`config.mk`:
```
export PLATFORM = sky130hd
export DESIGN_NAME = audio_reset_sequencer
export DESIGN_NICKNAME = d
export VERILOG_FILES = /design/src/rtl/audio_pkg.sv /design/src/rtl/audio_sync_bit.sv /design/src/rtl/audio_reset_sequencer.sv
export SDC_FILE = /design/constraint.sdc
export NUM_CORES = 1
export LEC_CHECK = 0
export ABC_AREA = 1
export BUFFER_PORTS_ARGS = -buffer_cell sky130_fd_sc_hd__buf_2
export CAP_MARGIN = 20
export CELL_PAD_IN_SITES_DETAIL_PLACEMENT = 1
export CELL_PAD_IN_SITES_GLOBAL_PLACEMENT = 1
export CORE_MARGIN = 4
export CORE_UTILIZATION = 39
export DETAILED_ROUTE_END_ITERATION = 10
export GPL_TIMING_DRIVEN = 0
export MAX_ROUTING_LAYER = met4
export PLACE_DENSITY_LB_ADDON = 0.08
export SLEW_MARGIN = 20
export SYNTH_ARGS = -nofsm -noshare
export SYNTH_HDL_FRONTEND = slang
export SYNTH_HIERARCHICAL = 1
export SYNTH_SLANG_ARGS = --single-unit
```
`constraint.sdc`:
```
create_clock -name clk -period 1.4 [get_ports clk]
set_input_delay 0.35 -clock clk [delete_from_list [all_inputs] [get_ports clk]]
set_output_delay 0.35 -clock clk [all_outputs]
set_load 0.005 [all_outputs]
```
`src/rtl/audio_pkg.sv`:
```
// Shared audio clocking definitions: reset-sequencer state encoding and default timing.
package audio_pkg;

  typedef enum logic [2:0] {
    WAIT_LOCK = 3'd0,
    HOLD      = 3'd1,
    REL_CODEC = 3'd2,
    REL_I2S   = 3'd3,
    RUN       = 3'd4
  } seq_state_t;

  localparam int AUDIO_LOCK_FILTER    = 4;
  localparam int AUDIO_MIN_RST_CYCLES = 16;
  localparam int AUDIO_STAGE_GAP      = 8;

  function automatic int max3(input int a, input int b, input int c);
    int m;
    m = (a > b) ? a : b;
    return (m > c) ? m : c;
  endfunction

endpackage

```
`src/rtl/audio_sync_bit.sv`:
```
// Two-flop synchroniser for a single asynchronous level, cleared by the async active-low reset.
module audio_sync_bit (
  input  logic clk,
  input  logic resetn,
  input  logic d,
  output logic q
);

  (* ASYNC_REG = "TRUE" *) logic [1:0] sync_ff;

  always_ff @(posedge clk or negedge resetn) begin
    if (!resetn) sync_ff <= 2'b00;
    else         sync_ff <= {sync_ff[0], d};
  end

  assign q = sync_ff[1];

endmodule

```
`src/rtl/audio_reset_sequencer.sv`:
```
// Staged audio reset controller: waits for a filtered MMCM lock plus a hold time, then releases
// codec, I2S and mixer resets in order; supports a software re-sequence with a completion ack.
module audio_reset_sequencer
  import audio_pkg::*;
#(
  parameter int LOCK_FILTER    = AUDIO_LOCK_FILTER,
  parameter int MIN_RST_CYCLES = AUDIO_MIN_RST_CYCLES,
  parameter int STAGE_GAP      = AUDIO_STAGE_GAP
) (
  input  logic clk,
  input  logic resetn,
  input  logic locked,
  input  logic soft_rst_req,
  output logic soft_rst_ack,
  output logic rst_codec,
  output logic rstn_codec,
  output logic rst_i2s,
  output logic rstn_i2s,
  output logic rst_mix,
  output logic rstn_mix,
  output logic ready
);

  localparam int CW = $clog2(max3(MIN_RST_CYCLES, STAGE_GAP, LOCK_FILTER) + 1);

  logic          locked_s;
  logic [CW-1:0] filt_cnt;
  logic [CW-1:0] cnt;
  logic          lock_ok;
  logic          req_d;
  logic          pending;
  logic          soft_edge;
  seq_state_t    state;

  audio_sync_bit u_lock_sync (
    .clk    (clk),
    .resetn (resetn),
    .d      (locked),
    .q      (locked_s)
  );

  // Saturating run-length of synchronised lock; any low sample restarts the filter.
  always_ff @(posedge clk or negedge resetn) begin
    if (!resetn)                           filt_cnt <= '0;
    else if (!locked_s)                    filt_cnt <= '0;
    else if (filt_cnt != CW'(LOCK_FILTER)) filt_cnt <= filt_cnt + 1'b1;
  end

  assign lock_ok   = (filt_cnt == CW'(LOCK_FILTER));
  assign soft_edge = soft_rst_req & ~req_d;

  always_ff @(posedge clk or negedge resetn) begin
    if (!resetn) begin
      state        <= WAIT_LOCK;
      cnt          <= '0;
      req_d        <= 1'b0;
      pending      <= 1'b0;
      soft_rst_ack <= 1'b0;
      rst_codec    <= 1'b1;
      rst_i2s      <= 1'b1;
      rst_mix      <= 1'b1;
      ready        <= 1'b0;
    end else begin
      req_d        <= soft_rst_req;
      soft_rst_ack <= 1'b0;
      // Lock loss outranks everything, including a soft request seen on the same cycle.
      if (state != WAIT_LOCK && !locked_s) begin
        state     <= WAIT_LOCK;
        cnt       <= '0;
        pending   <= 1'b0;
        rst_codec <= 1'b1;
        rst_i2s   <= 1'b1;
        rst_mix   <= 1'b1;
        ready     <= 1'b0;
      end else begin
        case (state)
          WAIT_LOCK: begin
            if (lock_ok) begin
              state <= HOLD;
              cnt   <= '0;
            end
          end
          HOLD: begin
            if (cnt == CW'(MIN_RST_CYCLES - 1)) begin
              state     <= REL_CODEC;
              cnt       <= '0;
              rst_codec <= 1'b0;
            end else begin
              cnt <= cnt + 1'b1;
            end
          end
          REL_CODEC: begin
            if (cnt == CW'(STAGE_GAP - 1)) begin
              state   <= REL_I2S;
              cnt     <= '0;
              rst_i2s <= 1'b0;
            end else begin
              cnt <= cnt + 1'b1;
            end
          end
          REL_I2S: begin
            if (cnt == CW'(STAGE_GAP - 1)) begin
              state        <= RUN;
              cnt          <= '0;
              rst_mix      <= 1'b0;
              ready        <= 1'b1;
              soft_rst_ack <= pending;
              pending      <= 1'b0;
            end else begin
              cnt <= cnt + 1'b1;
            end
          end
          RUN: begin
            if (soft_edge) begin
              state     <= HOLD;
              cnt       <= '0;
              pending   <= 1'b1;
              rst_codec <= 1'b1;
              rst_i2s   <= 1'b1;
              rst_mix   <= 1'b1;
              ready     <= 1'b0;
            end
          end
          default: begin
            state     <= WAIT_LOCK;
            cnt       <= '0;
            pending   <= 1'b0;
            rst_codec <= 1'b1;
            rst_i2s   <= 1'b1;
            rst_mix   <= 1'b1;
            ready     <= 1'b0;
          end
        endcase
      end
    end
  end

  assign rstn_codec = ~rst_codec;
  assign rstn_i2s   = ~rst_i2s;
  assign rstn_mix   = ~rst_mix;

endmodule
```
After elaboration in Yosys (flattened, before gate mapping)
Index checks and enable logic that the tools add are counted.
{"block": "totals", "regBits": 22, "in_bits": 4, "output_inout_bits": 8, "wordCells": 81}
{"block": "op_classes", "addsub": 2, "eq_ne": 17, "n_mux": 33, "bitwise": 5, "reduce_logical": 13}
{"cell": "2-to-1 mux 5 bit", "n": 7}
{"cell": "case mux 5 bit (4 select lines)", "n": 1}
{"cell": "2-to-1 mux 3 bit", "n": 6}
{"cell": "!= test 3 bit (second input constant)", "n": 5}
{"cell": "case mux 1 bit (3 select lines)", "n": 5}
{"cell": "case mux 3 bit (5 select lines)", "n": 1}
{"cell": "2-to-1 mux 1 bit", "n": 13}
{"cell": "adder 5 x 1 -> 5 bit (second input constant)", "n": 2}
{"cell": "equality test 5 x 3 -> 1 bit (second input constant)", "n": 2}
{"cell": "AND reduction 3 bit", "n": 3}
{"cell": "OR reduction 3 bit", "n": 3}
{"cell": "equality test 3 x 2 -> 1 bit (second input constant)", "n": 2}
{"cell": "!= test 2 x 1 -> 1 bit (second input constant)", "n": 3}
{"cell": "equality test 5 x 4 -> 1 bit (second input constant)", "n": 1}
{"cell": "!= test 5 x 3 -> 1 bit (second input constant)", "n": 1}
{"cell": "AND reduction 5 bit", "n": 1}
{"cell": "NOT 1 bit", "n": 4}
{"cell": "equality test 3 x 1 -> 1 bit (second input constant)", "n": 1}
{"cell": "equality test 3 bit (second input constant)", "n": 1}
{"cell": "logical NOT 3 bit", "n": 1}
{"cell": "nonzero test 3 bit", "n": 1}
{"cell": "!= test 2 bit (second input constant)", "n": 1}
{"cell": "AND reduction 2 bit", "n": 1}
{"cell": "OR reduction 2 bit", "n": 1}
{"cell": "3 further kinds", "n": 3}

Longest topological paths before layout
Gate-level depths: netlist of run 1.
{"block": "logic_depth", "word_depth": 5, "mapped_depth": 11, "depth_no_buf": 11}

Hierarchy
The synthesis of run 1 kept the hierarchy.
{"mod": "audio_reset_sequencer", "n_inst": 1, "cells_per_inst": 157, "area_per_inst_um2": 1241.2, "seq_area_each_um2": 504.2}
{"mod": "audio_sync_bit", "n_inst": 1, "cells_per_inst": 2, "area_per_inst_um2": 50.0, "seq_area_each_um2": 50.0}

Least setup slack after synthesis of run 1
Ideal clock, no wire load.
{"block": "synth_timing", "path_type": "flip-flop to flip-flop", "startpoint": "reg cnt[0]", "endpoint": "reg ready", "setup_time_ns": 0.118, "arrival_ns": 1.287, "t_required_ns": 1.282, "slack_ns": -0.005, "path_stages_with_launch": 9, "path_buffers": 0, "period_less_slack_ns": 1.405, "cell_sequence": "dfrtp_1 ha_1 nand2_2 nor2_1 ha_1 nor2_1 nor2_4 nand3_1 nand2_1"}
{"block": "synth_between", "elab_chain_cells": 3}
{"element": "from (decl)", "line": "audio_reset_sequencer.sv:28", "rtl": "logic [CW-1:0] cnt;"}
{"element": "from (signal assigned)", "line": "audio_reset_sequencer.sv:89", "rtl": "cnt <= cnt + 1'b1;"}
{"element": "from (signal assigned)", "line": "audio_reset_sequencer.sv:98", "rtl": "cnt <= cnt + 1'b1;"}
{"element": "from (signal assigned)", "line": "audio_reset_sequencer.sv:110", "rtl": "cnt <= cnt + 1'b1;"}
{"element": "equality test 5 x 3 -> 1 bit", "line": "audio_reset_sequencer.sv:102", "rtl": "if (cnt == CW'(STAGE_GAP - 1)) begin"}
{"element": "!= test 3 bit (no source line)"}
{"element": "AND reduction 3 bit (no source line)"}
{"element": "to (signal assigned)", "line": "audio_reset_sequencer.sv:106", "rtl": "ready <= 1'b1;"}
{"element": "to (signal assigned)", "line": "audio_reset_sequencer.sv:121", "rtl": "ready <= 1'b0;"}
{"element": "to (signal assigned)", "line": "audio_reset_sequencer.sv:131", "rtl": "ready <= 1'b0;"}
{"element": "to (decl)", "line": "audio_reset_sequencer.sv:21", "rtl": "output logic ready"}
No other way between the ends.
A chain may end at the register's enable or synchronous reset.

Final worst setup path of run 1
{"block": "layout_timing", "startpoint": "reg cnt[0]", "endpoint": "reg cnt[3]"}
{"block": "layout_between", "elab_chain_cells": 4, "elab_cells_between_ends": 7, "classes_between": "add/sub (1); eq/ne (2); mux (4)"}
{"element": "adder 5 x 1 -> 5 bit (tied with other cells)", "line": "audio_reset_sequencer.sv:89, audio_reset_sequencer.sv:98, audio_reset_sequencer.sv:110"}
{"element": "2-to-1 mux 5 bit (on tied branches)", "line": "audio_reset_sequencer.sv:93, audio_reset_sequencer.sv:102, audio_reset_sequencer.sv:84"}
{"element": "case mux 5 bit (4 select lines) *", "line": "audio_reset_sequencer.sv:76", "rtl": "case (state)"}
{"element": "2-to-1 mux 5 bit *", "line": "audio_reset_sequencer.sv:67", "rtl": "if (state != WAIT_LOCK && !locked_s) begin"}
Mark *: on every way between the ends. The rest lies on a longest branch, timed or not.

==> results by group, run 1 <==
Outcome
  • Outcome: complete, but fails checks
  • Failing checks: setup timing

CTS
  • Bufs on Longest Clock Path: 2
  • # clock sinks: 22
  • Total CTS buffers: 3
  • Clock Tree Root: clkbuf_4
  • CTS tree: built
  • Htree depth: 1
  • Clk_lat worst skew: 0.31 ns
  • Reg clk slew, reported paths: 0.13 ns

Global routing
  • Initial antenna violation count: 0
  • First-pass GRT wire length: 5.16 mm
  • Vias in the first global route: 1,163
  • Grt total ovfl: 0
  • Largest net degree at the start of global routing: 23
  • GRT Total Usage: 0.161

Logic synthesis
  • Syn_nets: 168
  • #FFs+latches synth: 22
  • Post-synth top area cell: dfrtp_1
  • Dominant cells by area after synthesis: dfrtp_1 37%, nand2_1 9.9%, inv_1 6.7%
  • Synth Cell Area: 1290 um2
  • Post-synthesis area per instance: 8.12 um2
  • Synthesis Warnings: 6
  • Yosys top cell area share: 0.368
  • Synth cell types: 25
  • Syn Inst Count: 159
  • Sequential cell area fraction in the yosys report: 0.429

STA
  • Clock skew: 0.00333 ns
  • Max-slew headroom: 0.656
  • Fin crit share: 1.01
  • Post-layout min period: 1.42 ns
  • Final Hold Viols: 0
  • RSZ-0062 raised after global routing: true
  • Slew of the pin with the lowest slew margin: 0.516 ns
  • FMAX: 704 MHz
  • Post-route setup TNS: -0.0199 ns
  • Fin worst setup slack: -0.0199 ns
  • Endpoints failing setup: 1
  • Max Slew Vio Count: 0

Floorplan
  • Die H: 65.5 um
  • Row cnt: 20
  • Die width: 65.5 um
  • Core region area: 3100 um2
  • Die area: 4300 um2
  • Initial core utilization: 0.416
  • IO Pins: 12

Power
  • Int Pwr: 1.54 mW
  • Peak VDD IR: 0.799 mV
  • Leak pwr: 0.835 nW
  • PD cells: 1720 nW/um2
  • NetSw: 1.30 mW
  • Logic pwr share: 0.559
  • Clock share of power: 0.127
  • Total design power: 2.85 mW
  • Sw Share: 0.458
  • Sequential share of power: 0.314

Detailed routing
  • Routed via count: 1,134
  • Detail Route Antenna Nets: 0
  • Pre-antenna DRT Iters: 4
  • Final WL: 3.25 mm
  • DRC errors left: 0
  • Via-to-Cell Ratio: 4.93
  • Drt initial violations: 22
  • Post-DR wirelength/cell: 14.1 um

Layout
  • Ant. Diodes: 0
  • Commonest non-fill, non-tap cell in the layout: nand2_1
  • Commonest cells after routing, fill and taps aside: 30 x nand2_1, 19 x dfrtp_1, 16 x inv_1
  • Area growth syn-to-layout: 28.1%
  • Non-Filler Instances: 230
  • Layout cells sized above 1: 0.398
  • Final instance area: 1650 um2
  • Final net count: 196

Setup path
  • CP Capture Type: flip-flop
  • CP Launch Type: flip-flop
  • Kind of critical path: reg -> reg
  • Flop2flop setup slack: -0.02 ns
  • Crit path DAT: 1.65 ns
  • CP required: 1.63 ns
  • Worst Path Max Fanout: 3

Place
  • Hpwl dp: 2.23 mm
  • Placed cell areas: 1400 um2
  • DP Worst Slack: -0.219 ns
  • GPL Wtd Cong: 0.771
  • Port Buf Inserts: 11
  • Cell count after placement: 214

Worst hold path
  • Hold Crit Class: in -> reg

Run
  • Max-cap viol count: 0
## state kept, by name, indices dropped and copies added, names as in the netlist, 2 cells and up
signal and flops:
filt_cnt 5, cnt 5, state 3, u_lock_sync/sync_ff 2
## timing repair
item / 4_1_cts / 5_1_grt
buffers inserted: 6 / 5
hold buffers: 1 / 0
hold endpoints to repair: 19 / 0
gates resized for setup: 15 / 21
pin swaps: 6 / 8
endpoints found under the setup margin: 10 / 13
## stage by stage
| stage | hold WS, ns | util |
|---|---|---|
| detailed placement | 0.346 | 0.452 |
| global route | 0.116 | 0.533 |
| floorplan | 0.0544 | - |
| finish | 0.130 | 0.533 |
| global placement | 0.337 | 0.452 |
| CTS | 0.122 | 0.497 |
## power groups by stage
| stage | logic [mW] | registers, mW | clock network [mW] |
|---|---|---|---|
| 3_3_place_gp | 1.23 | 0.891 | 0 |
| 3_5_place_dp | 1.27 | 0.898 | 0 |
| 6_report | 1.59 | 0.894 | 0.362 |
| 2_1_floorplan | 0.968 | 0.877 | 0 |
| 4_1_cts | 1.40 | 0.871 | 0.374 |
| 5_1_grt | 1.78 | 0.909 | 0.400 |
## worst max-delay path: stages, from the launching register on
cell	delay [ns]
dfrtp_1	0.42
ha_4	0.17
nand2_4	0.06
nor2_4	0.12
ha_4	0.17
inv_4	0.05
nand2_4	0.06
nand2_4	0.05
nand3_2	0.06
nand2_2	0.06
nand2_2	0.06
inv_1	0.04
## path summary, 6_finish.rpt
| kind | end | startpoint | cells after the start |
|---|---|---|---|
| worst min-delay path | u_lock_sync/sync_ff[0] | locked | 1 |
| max in group asynchronous | rst_codec | resetn | 2 |
| worst max-delay path | cnt[3] | cnt[0] | 11 |
| worst min register to register | u_lock_sync/sync_ff[1] | u_lock_sync/sync_ff[0] | 0 |
| min in group asynchronous | state[1] | resetn | 2 |
| worst max register to register | cnt[3] | cnt[0] | 11 |
## final cells by class
type	count	area [um2]
Buffer	2	22.5
Multi-Input combinational cell	108	722
Timing Repair Buffer	23	160
Clock buffer	4	36.3
Tap cell	44	55.1
Sequential cell	22	554
Fill cell	399	1450
Inverter	27	104
## metal layers
metal	up-vias	global-route usage	routed length, um
met5	-	-	0
met4	0	0.0674	67
met2	17	0.287	1670
li1	555	-	-
met3	7	0.0239	89
met1	555	0.178	1430
## kinds of logic after synthesis
| kind of cell | synth area share |
|---|---|
| simple gates | 0.353 |
| buf+inv | 0.0959 |
| flops | 0.429 |
| compound gates | 0.0669 |
| fa+ha+maj | 0.0484 |
| xor+xnor | 0.00678 |
## synthesized netlist by cell type
| library cell | n |
|---|---|
| nand4_1 | 3 |
| nor3_1 | 1 |
| a31oi_1 | 1 |
| o21a_1 | 1 |
| nand3_2 | 2 |
| or2_2 | 1 |
| o21ai_0 | 7 |
| o21ai_1 | 3 |
| nand3_4 | 2 |
| nor2_4 | 2 |
| clkinv_1 | 1 |
| dfrtp_1 | 19 |
| xor2_1 | 1 |
| ha_1 | 5 |
| inv_2 | 3 |
| nand2_2 | 6 |
| nor2_1 | 14 |
| nand3_1 | 17 |
| a21oi_1 | 3 |
| nand2_1 | 34 |
| inv_1 | 23 |
| dfstp_2 | 3 |
| buf_6 | 2 |
| o31ai_1 | 1 |
| nand2_4 | 4 |
Note: power is estimated with default switching activity, not from simulation.
==> run 2, diff against run 1 <==
--- a/config.mk
+++ b/config.mk
@@ -16,6 +16,7 @@
 export GPL_TIMING_DRIVEN = 0
 export MAX_ROUTING_LAYER = met4
 export PLACE_DENSITY_LB_ADDON = 0.08
+export SKIP_CTS_REPAIR_TIMING = 1
 export SLEW_MARGIN = 20
 export SYNTH_ARGS = -nofsm -noshare
 export SYNTH_HDL_FRONTEND = slang
==> results by group, run 2 (synthesis gave the netlist of run 1 again) <==
Setup path
  • Worst R2R End: cnt[4]
  • CP required: 1.60 ns (-0.03 ns)
  • Reg2Reg Depth: 9 (-2)
  • Crit path DAT: 1.64 ns (about the same)
  • Worst Path Max Fanout: 4 (+1)
  • Critical register-to-register path startpoint: cnt[0]
  • Flop2flop setup slack: -0.04 ns (-0.02 ns)
  • CP Capture Type: flip-flop
  • CP Launch Type: flip-flop
  • Kind of critical path: reg -> reg

STA
  • Clock skew: 0.00404 ns (+0.000710 ns)
  • Endpoints failing setup: 4 (+3)
  • Fin worst setup slack: -0.0404 ns (-0.0206 ns)
  • Final Hold Viols: 19 (+19)
  • FMAX: 694 MHz (-1.4%)
  • Max-slew headroom: 0.665 (+0.00833)
  • Max Slew Vio Count: 0 (unchanged)
  • RSZ-0062 raised after global routing: true
  • Post-layout min period: 1.44 ns (+0.0206 ns)
  • WHS: -0.0191 ns (-0.149 ns)
  • Post-route setup TNS: -0.109 ns (-0.0895 ns)
  • Slew of the pin with the lowest slew margin: 0.503 ns (-0.0125 ns)
  • Fin crit share: 1.03 (+0.0147)

Layout
  • Area growth syn-to-layout: 28.3%
  • Final net count: 195 (-0.51%)
  • Layout cells sized above 1: 0.400 (+0.00215)
  • Commonest non-fill, non-tap cell in the layout: nand2_1
  • Commonest cells after routing, fill and taps aside: 31 x nand2_1, 19 x dfrtp_1, 17 x inv_1
  • Non-Filler Instances: 229 (-0.43%)
  • Ant. Diodes: 0 (unchanged)
  • Fill cell count: 397 (-0.50%)
  • Largest regs: cnt: 5 flops, filt_cnt: 5 flops, state: 3 flops

Detailed routing
  • Final WL: 3.01 mm (-7.6%)
  • Via-to-Cell Ratio: 4.87 (-1.2%)
  • DRC errors left: 0 (unchanged)
  • Post-DR wirelength/cell: 13.1 um (-7.2%)
  • Pre-antenna DRT Iters: 4 (unchanged)
  • Routed via count: 1,115 (-1.7%)
  • Drt initial violations: 27 (+23%)
  • Detail Route Antenna Nets: 0 (unchanged)

Global routing
  • GRT Total Usage: 0.149 (-0.0122)
  • Grt total ovfl: 0 (unchanged)
  • First-pass GRT wire length: 4.82 mm (-6.7%)
  • Initial antenna violation count: 0 (unchanged)
  • Largest net degree at the start of global routing: 23 (unchanged)
  • Vias in the first global route: 1,104 (-5.1%)

Place
  • Port Buf Inserts: 11 (unchanged)
  • Hpwl dp: 2.23 mm (unchanged)
  • Cell count after placement: 214 (unchanged)
  • GPL Wtd Cong: 0.771 (unchanged)
  • DP Worst Slack: -0.219 ns (unchanged)

Outcome
  • Failing checks: hold timing, setup timing
  • Outcome: complete, but fails checks

Power
  • Peak VDD IR: 0.761 mV (-4.8%)
  • Int Pwr: 1.56 mW (+0.89%)
  • Sequential share of power: 0.317 (+0.003)
  • Leak pwr: 0.833 nW (-0.14%)
  • Logic pwr share: 0.556 (-0.003)
  • Clock share of power: 0.127 (about the same)
  • Sw Share: 0.452 (-0.00539)
  • NetSw: 1.29 mW (-1.3%)
  • PD cells: 1720 nW/um2 (-0.25%)

Run
  • Max-cap viol count: 0 (unchanged)

Floorplan
  • Die area: 4300 um2 (unchanged)
  • Die H: 65.5 um (unchanged)
  • Die width: 65.5 um (unchanged)
  • Row cnt: 20 (unchanged)
  • Core region area: 3100 um2 (unchanged)
  • Initial core utilization: 0.416 (unchanged)
  • IO Pins: 12 (unchanged)

CTS
  • Bufs on Longest Clock Path: 2 (unchanged)
  • CTS tree: built
  • Clk_lat worst skew: 0.31 ns (about the same)
  • Reg clk slew, reported paths: 0.13 ns (about the same)
  • Clock Tree Root: clkbuf_4
  • Total CTS buffers: 3 (unchanged)
  • # clock sinks: 22 (unchanged)
  • Htree depth: 1 (unchanged)

Worst hold path
  • Hold Crit Class: in -> async
==> run 2: metal layers <==
metal | share of wire | routed length (um) | track usage
met5 | 0 | 0 | -
met1 | 0.45 | 1340 | 0.171
met4 | 0.016 | 48 | 0.0544
met3 | 0.030 | 89 | 0.0222
met2 | 0.51 | 1530 | 0.262
==> run 2: cell type report <==
class,instances,area (um2),share of cell area
sequential,22,554,0.335
clock buffer,4,36.3,0.0219
timing repair buffer,22,154,0.0929
buffer,2,22.5,0.0136
tap,44,55.1,0.0332
inverter,27,104,0.0627
multi-input combinational,108,731,0.441
==> run 2: through the flow <==
step	hold slack, ns	power, mW	cell area [um2]	utilization
2_1_floorplan	0.0544	1.85	1290	-
3_3_place_gp	0.337	2.12	1400	0.452
3_5_place_dp	0.346	2.17	1400	0.452
4_1_cts	-0.00693	2.54	1440	0.463
5_1_grt	0.00476	3.11	1660	0.534
6_report	-0.0191	2.84	1660	0.534
==> run 2: how the worst max path moves through the flow <==
stage                start  endpoint  slack [ns]
detailed placement  cnt[0]    cnt[3]       -0.22
finish              cnt[0]    cnt[4]       -0.04
floorplan           cnt[0]     ready      -0.005
global route        cnt[0]    cnt[4]       -0.17
global placement    cnt[0]    cnt[3]       -0.15
CTS                 cnt[0]    cnt[3]       -0.24
==> run 2: critical path, stage by stage (launching register included) <==
cell	delay [ns]
dfrtp_1	0.44
ha_4	0.17
nand2_4	0.06
nor2_4	0.14
inv_1	0.06
ha_1	0.17
nand2_1	0.06
o21ai_1	0.07
nand2_1	0.06
o21ai_0	0.10
==> run 2: power by group through the flow <==
stage	Combinational, mW	Clock [mW]	Sequential [mW]
floorplan	0.968	0	0.877
global placement	1.23	0	0.891
detailed placement	1.27	0	0.898
CTS	1.28	0.374	0.886
global route	1.79	0.401	0.920
finish	1.58	0.360	0.902
==> run 3, diff against run 2 <==
--- a/config.mk
+++ b/config.mk
@@ -11,9 +11,9 @@
 export CELL_PAD_IN_SITES_DETAIL_PLACEMENT = 1
 export CELL_PAD_IN_SITES_GLOBAL_PLACEMENT = 1
 export CORE_MARGIN = 4
-export CORE_UTILIZATION = 39
+export CORE_UTILIZATION = 41
+export CTS_BUF_LIST = sky130_fd_sc_hd__clkbuf_4
 export DETAILED_ROUTE_END_ITERATION = 10
-export GPL_TIMING_DRIVEN = 0
 export MAX_ROUTING_LAYER = met4
 export PLACE_DENSITY_LB_ADDON = 0.08
 export SKIP_CTS_REPAIR_TIMING = 1
==> results by group, run 3 (synthesis gave the netlist of run 1 again) <==
Outcome
  • Outcome: complete, but fails checks
  • Failing checks: hold timing, setup timing

Setup path
  • Levels on crit path: 10 (+1)
  • Reg2Reg Depth: 10 (+1)
  • Most numerous cell on the critical path: nor2_1
  • CP max-delay cell: dfrtp_1
  • Worst Path Max Fanout: 4 (unchanged)
  • Kind of critical path: reg -> reg
  • Crit path DAT: 1.70 ns (+0.06 ns)
  • CP required: 1.62 ns (+0.02 ns)
  • CP Buf/Inv Count: 2 (+1)
  • Cell Chain, Critical Path: inv_2 -> ha_4 -> nand2_2 -> nor2_1 -> nor2_1 -> nor2_1 -> buf_4 -> nand3_1 -> nand2_1 -> nand2_1
  • CP Capture Type: flip-flop
  • CP Launch Type: flip-flop
  • Critical path's largest stage delay: 0.42 ns (-0.02 ns)
  • Crit path max-delay family: simple AND/OR/NAND/NOR gates

Global routing
  • Vias in the first global route: 1,157 (+4.8%)
  • Grt total ovfl: 0 (unchanged)
  • First-pass GRT wire length: 5.33 mm (+11%)
  • Initial antenna violation count: 0 (unchanged)
  • Largest net degree at the start of global routing: 23 (unchanged)
  • GRT Total Usage: 0.169 (+0.0208)

Power
  • Leak pwr: 0.857 nW (+2.9%)
  • Peak VDD IR: 0.744 mV (-2.3%)
  • Total design power: 2.86 mW (+0.50%)
  • PD cells: 1680 nW/um2 (-1.9%)

CTS
  • Clock Tree Root: clkbuf_4
  • Bufs on Longest Clock Path: 2 (unchanged)
  • # clock sinks: 22 (unchanged)
  • Total CTS buffers: 3 (unchanged)
  • Htree depth: 1 (unchanged)
  • Clk_lat worst skew: 0.31 ns (about the same)
  • CTS tree: built
  • Reg clk slew, reported paths: 0.13 ns (about the same)

STA
  • Clock skew: 0.00608 ns (+0.00204 ns)
  • Post-layout min period: 1.48 ns (+0.0394 ns)
  • Fin worst setup slack: -0.0798 ns (-0.0394 ns)
  • Slew of the pin with the lowest slew margin: 0.514 ns (+0.0103 ns)
  • FMAX: 676 MHz (-2.7%)
  • Max-slew headroom: 0.658 (-0.00687)
  • RSZ-0062 raised after global routing: true
  • Final Hold Viols: 19 (unchanged)
  • Endpoints failing setup: 6 (+2)
  • Fin crit share: 1.06 (+0.0281)
  • WHS: -0.0145 ns (+0.00463 ns)
  • Post-route setup TNS: -0.206 ns (-0.0967 ns)
  • Max Slew Vio Count: 0 (unchanged)

Floorplan
  • Die width: 64.1 um (-2.2%)
  • Core region area: 3030 um2 (-2.4%)
  • Die area: 4110 um2 (-4.3%)
  • Row cnt: 20 (unchanged)
  • IO Pins: 12 (unchanged)
  • Die H: 64.1 um (-2.2%)
  • Initial core utilization: 0.426 (+0.0103)

Layout
  • Commonest non-fill, non-tap cell in the layout: nand2_1
  • Commonest cells after routing, fill and taps aside: 30 x nand2_1, 20 x buf_4, 17 x dfrtp_1
  • Largest regs: cnt: 5 flops, filt_cnt: 5 flops, state: 3 flops
  • Layout cells sized above 1: 0.440 (+0.0404)
  • Final net count: 203 (+4.1%)
  • Ant. Diodes: 0 (unchanged)
  • Area growth syn-to-layout: 31.5%
  • Final instance area: 1700 um2 (+2.5%)

Detailed routing
  • Routed via count: 1,154 (+3.5%)
  • Detail Route Antenna Nets: 0 (unchanged)
  • DRC errors left: 0 (unchanged)
  • Post-DR wirelength/cell: 14.1 um (+7.6%)
  • Final WL: 3.35 mm (+11%)
  • Pre-antenna DRT Iters: 4 (unchanged)
  • Drt initial violations: 38 (+41%)
  • Via-to-Cell Ratio: 4.87 (about the same)

Place
  • Hpwl dp: 2.33 mm (+4.6%)
  • Port Buf Inserts: 11 (unchanged)
  • GPL Wtd Cong: 0.803 (+4.1%)
  • DP Worst Slack: -0.0841 ns (+0.135 ns)
  • Placed cell areas: 1480 um2 (+5.4%)

Run
  • Max-cap viol count: 0 (unchanged)

Worst hold path
  • Hold Crit Class: in -> async
==> run 3: cell types whose count changed in the layout (fill, tap and decap cells not counted), sizes merged <==
cell and change:
buf +8, clkbuf -1, clkinv +1
==> run 3: metrics by stage <==
stage | instances | util
after floorplan | 159 | -
after global placement | 225 | 0.488
after detailed placement | 225 | 0.488
after CTS | 229 | 0.496
after global routing | 237 | 0.561
final | 237 | 0.561
==> run 3: final cells by class <==
cell class	count	area, um2
sequential	22	557
tap	44	55.1
inverter	27	106
clock inverter	1	3.75
timing repair buffer	32	229
fill	382	1330
clock buffer	3	22.5
multi-input combinational	108	724
==> run 3: where the power goes <==
part	total [mW]	leakage [nW]	internal, mW	switching [mW]
Combinational	1.63	0.562	0.648	0.979
Clock	0.312	0.0154	0.104	0.208
Sequential	0.918	0.280	0.777	0.141
Total	2.86	0.857	1.53	1.33
==> run 3: routing by layer <==
metal / vias to the layer above / part of all wire / track usage
met4: 0 / 0.013 / 0.0554
met1: 563 / 0.45 / 0.215
met3: 5 / 0.024 / 0.0264
met2: 16 / 0.52 / 0.277
met5: - / 0 / -
li1: 570 / - / -
==> run 3: worst reg2reg max path, delay by kind of cell (launching register included) <==
| family | cells | cell delay (ns) |
|---|---|---|
| adder cells (fa/ha/maj) | 1 | 0.14 |
| buffers and inverters | 2 | 0.24 |
| flip-flops | 1 | 0.42 |
| AND/OR/NAND/NOR | 7 | 0.59 |
==> run 3: final timing paths <==
path,from,end,slack [ns]
max,filt_cnt[1],state[0],-0.08
min,resetn,ready,-0.01
max reg2reg,filt_cnt[1],state[0],-0.08
min reg2reg,u_lock_sync/sync_ff[0],u_lock_sync/sync_ff[1],0.36
max in group asynchronous,resetn,u_lock_sync/sync_ff[1],1.04
min in group clk,locked,u_lock_sync/sync_ff[0],0.14
